<file path="src/rtl/vga_timing_65.sv">
// 1024x768@60 VESA timing generator for the 65 MHz pixel clock; outputs are registered decodes of hc/vc.
// Define VGA_TIMING_PATTERN_EN to add the 6-bit rgb colour-bar output.
module vga_timing_65 #(
  parameter int   H_VISIBLE = 1024,
  parameter int   H_FP      = 24,
  parameter int   H_SYNC    = 136,
  parameter int   H_BP      = 160,
  parameter int   V_VISIBLE = 768,
  parameter int   V_FP      = 3,
  parameter int   V_SYNC    = 6,
  parameter int   V_BP      = 29,
  parameter logic HS_POL    = 1'b0,
  parameter logic VS_POL    = 1'b0
) (
  input  logic        clock,
  input  logic        reset_n,
  input  logic        enable,
  output logic        hsync,
  output logic        vsync,
  output logic        active,
  output logic [10:0] x,
  output logic [9:0]  y,
  output logic        line_start,
  output logic        frame_start
`ifdef VGA_TIMING_PATTERN_EN
  ,
  output logic [5:0]  rgb
`endif
);

  localparam int H_TOTAL = H_VISIBLE + H_FP + H_SYNC + H_BP;
  localparam int V_TOTAL = V_VISIBLE + V_FP + V_SYNC + V_BP;

  localparam logic [10:0] H_LAST     = 11'(H_TOTAL - 1);
  localparam logic [10:0] H_VIS_END  = 11'(H_VISIBLE);
  localparam logic [10:0] HS_START   = 11'(H_VISIBLE + H_FP);
  localparam logic [10:0] HS_END     = 11'(H_VISIBLE + H_FP + H_SYNC);
  localparam logic [9:0]  V_LAST     = 10'(V_TOTAL - 1);
  localparam logic [9:0]  V_VIS_END  = 10'(V_VISIBLE);
  localparam logic [9:0]  VS_START   = 10'(V_VISIBLE + V_FP);
  localparam logic [9:0]  VS_END     = 10'(V_VISIBLE + V_FP + V_SYNC);

  logic [10:0] hc_reg, hc_next;
  logic [9:0]  vc_reg, vc_next;
  logic        hs_next, vs_next, active_next;

  // Decodes look at the counter value held before the edge, giving one cycle of latency to the pins.
  always_comb begin
    hc_next     = (hc_reg == H_LAST) ? 11'd0 : hc_reg + 11'd1;
    vc_next     = vc_reg;
    if (hc_reg == H_LAST) begin
      vc_next = (vc_reg == V_LAST) ? 10'd0 : vc_reg + 10'd1;
    end
    active_next = (hc_reg < H_VIS_END) && (vc_reg < V_VIS_END);
    hs_next     = ((hc_reg >= HS_START) && (hc_reg < HS_END)) ? HS_POL : ~HS_POL;
    vs_next     = ((vc_reg >= VS_START) && (vc_reg < VS_END)) ? VS_POL : ~VS_POL;
  end

`ifdef VGA_TIMING_PATTERN_EN
  logic [2:0] bar_idx;
  logic [5:0] rgb_next;
  assign bar_idx = hc_reg[9:7];

  generate
    for (genvar gi = 0; gi < 3; gi++) begin : g_bar
      assign rgb_next[2*gi+1:2*gi] = active_next ? {2{bar_idx[gi]}} : 2'b00;
    end
  endgenerate

  always_ff @(posedge clock or negedge reset_n) begin
    if (!reset_n) begin
      rgb <= 6'd0;
    end else if (enable) begin
      rgb <= rgb_next;
    end
  end
`endif

  always_ff @(posedge clock or negedge reset_n) begin
    if (!reset_n) begin
      hc_reg      <= 11'd0;
      vc_reg      <= 10'd0;
      hsync       <= ~HS_POL;
      vsync       <= ~VS_POL;
      active      <= 1'b0;
      x           <= 11'd0;
      y           <= 10'd0;
      line_start  <= 1'b0;
      frame_start <= 1'b0;
    end else if (enable) begin
      hc_reg      <= hc_next;
      vc_reg      <= vc_next;
      hsync       <= hs_next;
      vsync       <= vs_next;
      active      <= active_next;
      x           <= hc_reg;
      y           <= vc_reg;
      line_start  <= (hc_reg == 11'd0);
      frame_start <= (hc_reg == 11'd0) && (vc_reg == 10'd0);
    end else begin
      // Stalled: everything holds except the strobes, so each position pulses only once.
      line_start  <= 1'b0;
      frame_start <= 1'b0;
    end
  end

endmodule
</file>
<file path="config.mk">
export PLATFORM = sky130hd
export DESIGN_NAME = vga_timing_65
export DESIGN_NICKNAME = d
export VERILOG_FILES = /design/src/rtl/vga_timing_65.sv
export SDC_FILE = /design/constraint.sdc
export NUM_CORES = 1
export LEC_CHECK = 0
export ABC_AREA = 1
export ABC_CLOCK_PERIOD_IN_PS = 1800
export BUFFER_PORTS_ARGS = -buffer_cell sky130_fd_sc_hd__buf_2
export CELL_PAD_IN_SITES_DETAIL_PLACEMENT = 0
export CELL_PAD_IN_SITES_GLOBAL_PLACEMENT = 1
export CORE_ASPECT_RATIO = 0.7
export CORE_MARGIN = 1
export CORE_UTILIZATION = 43
export DETAILED_ROUTE_END_ITERATION = 6
export GPL_TIMING_DRIVEN = 0
export PLACE_DENSITY_LB_ADDON = 0.1
export SLEW_MARGIN = 5
export SYNTH_ARGS = -nofsm -noshare
export SYNTH_HDL_FRONTEND = slang
export SYNTH_SLANG_ARGS = --single-unit
export TNS_END_PERCENT = 50
</file>
<file path="constraint.sdc">
create_clock -name clock -period 1.8 [get_ports clock]
set_input_delay 0.36 -clock clock [delete_from_list [all_inputs] [get_ports clock]]
set_output_delay 0.36 -clock clock [all_outputs]
set_load 0.05 [all_outputs]
</file>
==> flow_summary.yaml <==
status:
  status: "finished clean"
yosys:
  syn_inst: 283
  synth_edf_count: 0
  yosysTopAreaCell: "dfrtp_1"
  ys_seq_area_share_pct: 50.43
  synth_most_common_cell: "nand2_1"
  ys_top_cells_by_count: "nand2_1, dfrtp_1, inv_1, nor2_1, o21ai_0"
  yosysWarnings: 0
  syn_nets: 292
  synth_cell_types: 27
  netlist_top_cells_area: "dfrtp_1, nand2_1, o21ai_0"
  synth_top_area_share_pct: 48.18
  synth_area_um2: 2337
  syn-mean-instance-area_um2: 8.259
  ys_ff_latch: 47
  synth_flop_cell: "dfrtp_1"
  async_flop_share_pct: 100.0
drt:
  m1WireLength_um: 3086
  wl_met2_um: 1816
  first_pass_iters: 4
  wire_per_inst_um: 13.22
  highest_layer: "met4"
  drc: 0
  drt_iter0_drc: 108
  wl_met3_um: 186
  vias: 1861
  antenna_left: 0
  viasPerCell: 4.772
  totalWireLength_um: 5155
floorplanning:
  io_pins: 29
  core_area_um2: 5230
  dieHeight_um: 63.69
  rows: 22
  dieArea_um2: 5739
  die_w_um: 90.12
  start_util_pct: 44.69
setup_path:
  startpoint_type: "flop"
  required_ps: 2010
  cp_max_fo: 7
  worst-setup-path-type: "flop to flop"
  critPathCaptureType: "flop"
  cp_data_arrival_time_ps: 1740
clock_network:
  cts-root-buf: "clkbuf_8"
  clk_pin_slew_worst_paths_ps: 90
  clock_path_buffers: 2
  cts_tree: "done"
  post-cts-setup-buffers: 0
  cts.sinks: 47
  cts-htree-levels: 2
  insertion_delay_ps: 300
  cts_buffers: 5
  cts_resized: 0
  cts_hold_buf: 0
place:
  gp_congestion: 0.7919
  place_area_um2: 2562
  dp_hpwl_um: 3825
  portBuffers: 27
sta:
  totalNegativeSetupSlack_ps: 0
  final-setup-viol-count: 0
  period_minus_slack_ps: 1534
  worst_slew_pin_slew_ps: 1050
  clock_skew_ps: 3.402
  fmax_mhz: 652.0
  slew_headroom_pct: 30.00
  finalCritPeriodShare_pct: 85.20
  slew_viol_final: 0
  rsz0062_at_grt: "no"
  finalHoldViolations: 0
cells_and_area:
  num_antenna_cells: 0
  drive_above_1_share_pct: 18.24
  areaGrowthSynthToFinish_pct: 14.83
  fillCellCount: 521
  design_area_um2: 2684
  fin_nets: 326
power:
  power.total_w: 0.002951
  p_per_area_nw_per_um2: 1100
  p_leak_nw: 1.342
  p_sw_share_pct: 37.19
  p_switching_w: 0.001098
  vdd_drop_max_uv: 355.0
  seqPwrFrac_pct: 45.2
  clkPwrFrac_pct: 28.3
  p_int_w: 0.001854
  p_comb_share_pct: 26.4
worst_hold_path:
  hp-class: "input pin to asynchronous set/reset pin"
grt:
  grt_max_degree: 48
  grt-ovfl-total: 0
  grt_pass1_vias: 1660
  track_usage_pct: 19.73
  antenna_found_initial: 0
  grt_pass1_wl_um: 8638
flow_run:
  drv_cap: 0
worst max-delay path, cell delays in order, from the launching register on:
cell     delay, ps
dfrtp_1        380
ha_1           270
nand2_4         80
nor2_4         120
nand3_2        120
nor2_4         240
nand3_1        110
o21ai_0        120
layer usage:
metal / GRT usage (%) / vias to the layer above
met1: 32.18 / 853
met3: 4.227 / 6
li1: - / 965
met4: 6.048 / 0
met2: 25.00 / 37
met5: 0 / -
power by group through the flow:
stage	registers (W)	clock network [W]	logic, W
2_1_floorplan	0.00158	0	0.000356
3_3_place_gp	0.00135	0	0.000780
3_5_place_dp	0.00136	0	0.000781
4_1_cts	0.00134	0.000851	0.000783
5_1_grt	0.00136	0.000897	0.000854
6_report	0.00133	0.000836	0.000780
per-stage QoR:
stage	instances	hold WS (ps)	utilization, %	setup WS (ps)
2_1_floorplan	283	64.41	-	515.1
3_3_place_gp	382	448.9	49.00	291.8
3_5_place_dp	382	456.1	49.00	293.5
4_1_cts	390	276.0	51.32	270.4
5_1_grt	390	324.5	51.32	95.74
6_report	390	236.4	51.32	266.4
path summary, 6_finish.rpt:
check / start / to / slack [ps] / cells after the start
worst max-delay path: hc_reg[1] / vc_reg[1] / 270 / 7
worst min-delay path: reset_n / y[7] / 240 / 1
worst max register to register: hc_reg[1] / vc_reg[1] / 270 / 7
worst min register to register: x[7] / x[7] / 470 / 2
max in group asynchronous: reset_n / x[7] / 920 / 1
min in group clock: enable / vsync / 360 / 3
layout make-up:
type                            count  area, um^2  area share [%]
Buffer                              8       45.04           1.678
Clock buffer                        6       82.58           3.077
Multi-Input combinational cell    194       985.9           36.74
Sequential cell                    47        1179           43.92
Timing Repair Buffer               27       135.1           5.035
Clock inverter                      2       38.79           1.445
Inverter                           34       127.6           4.755
Tap cell                           72       90.09           3.357
layout by cell type, fill, tap and decap left out, types with 7 or more instances in the layout:
cell type	count
dfrtp_1	45
inv_1	30
a21oi_1	7
o21ai_0	24
nand3_1	17
buf_2	29
xor2_1	7
nand2_1	74
nor2_1	30
kinds of logic after synthesis:
logic type	synth area share, %
and+or+nand+nor	28.16
xor gates and xnor gates	2.623
buffers and inverters	7.387
DFF	50.43
AOI/OAI and AO/OA	8.191
adders and majority gates	3.212
(Power assumes the default switching activity.)
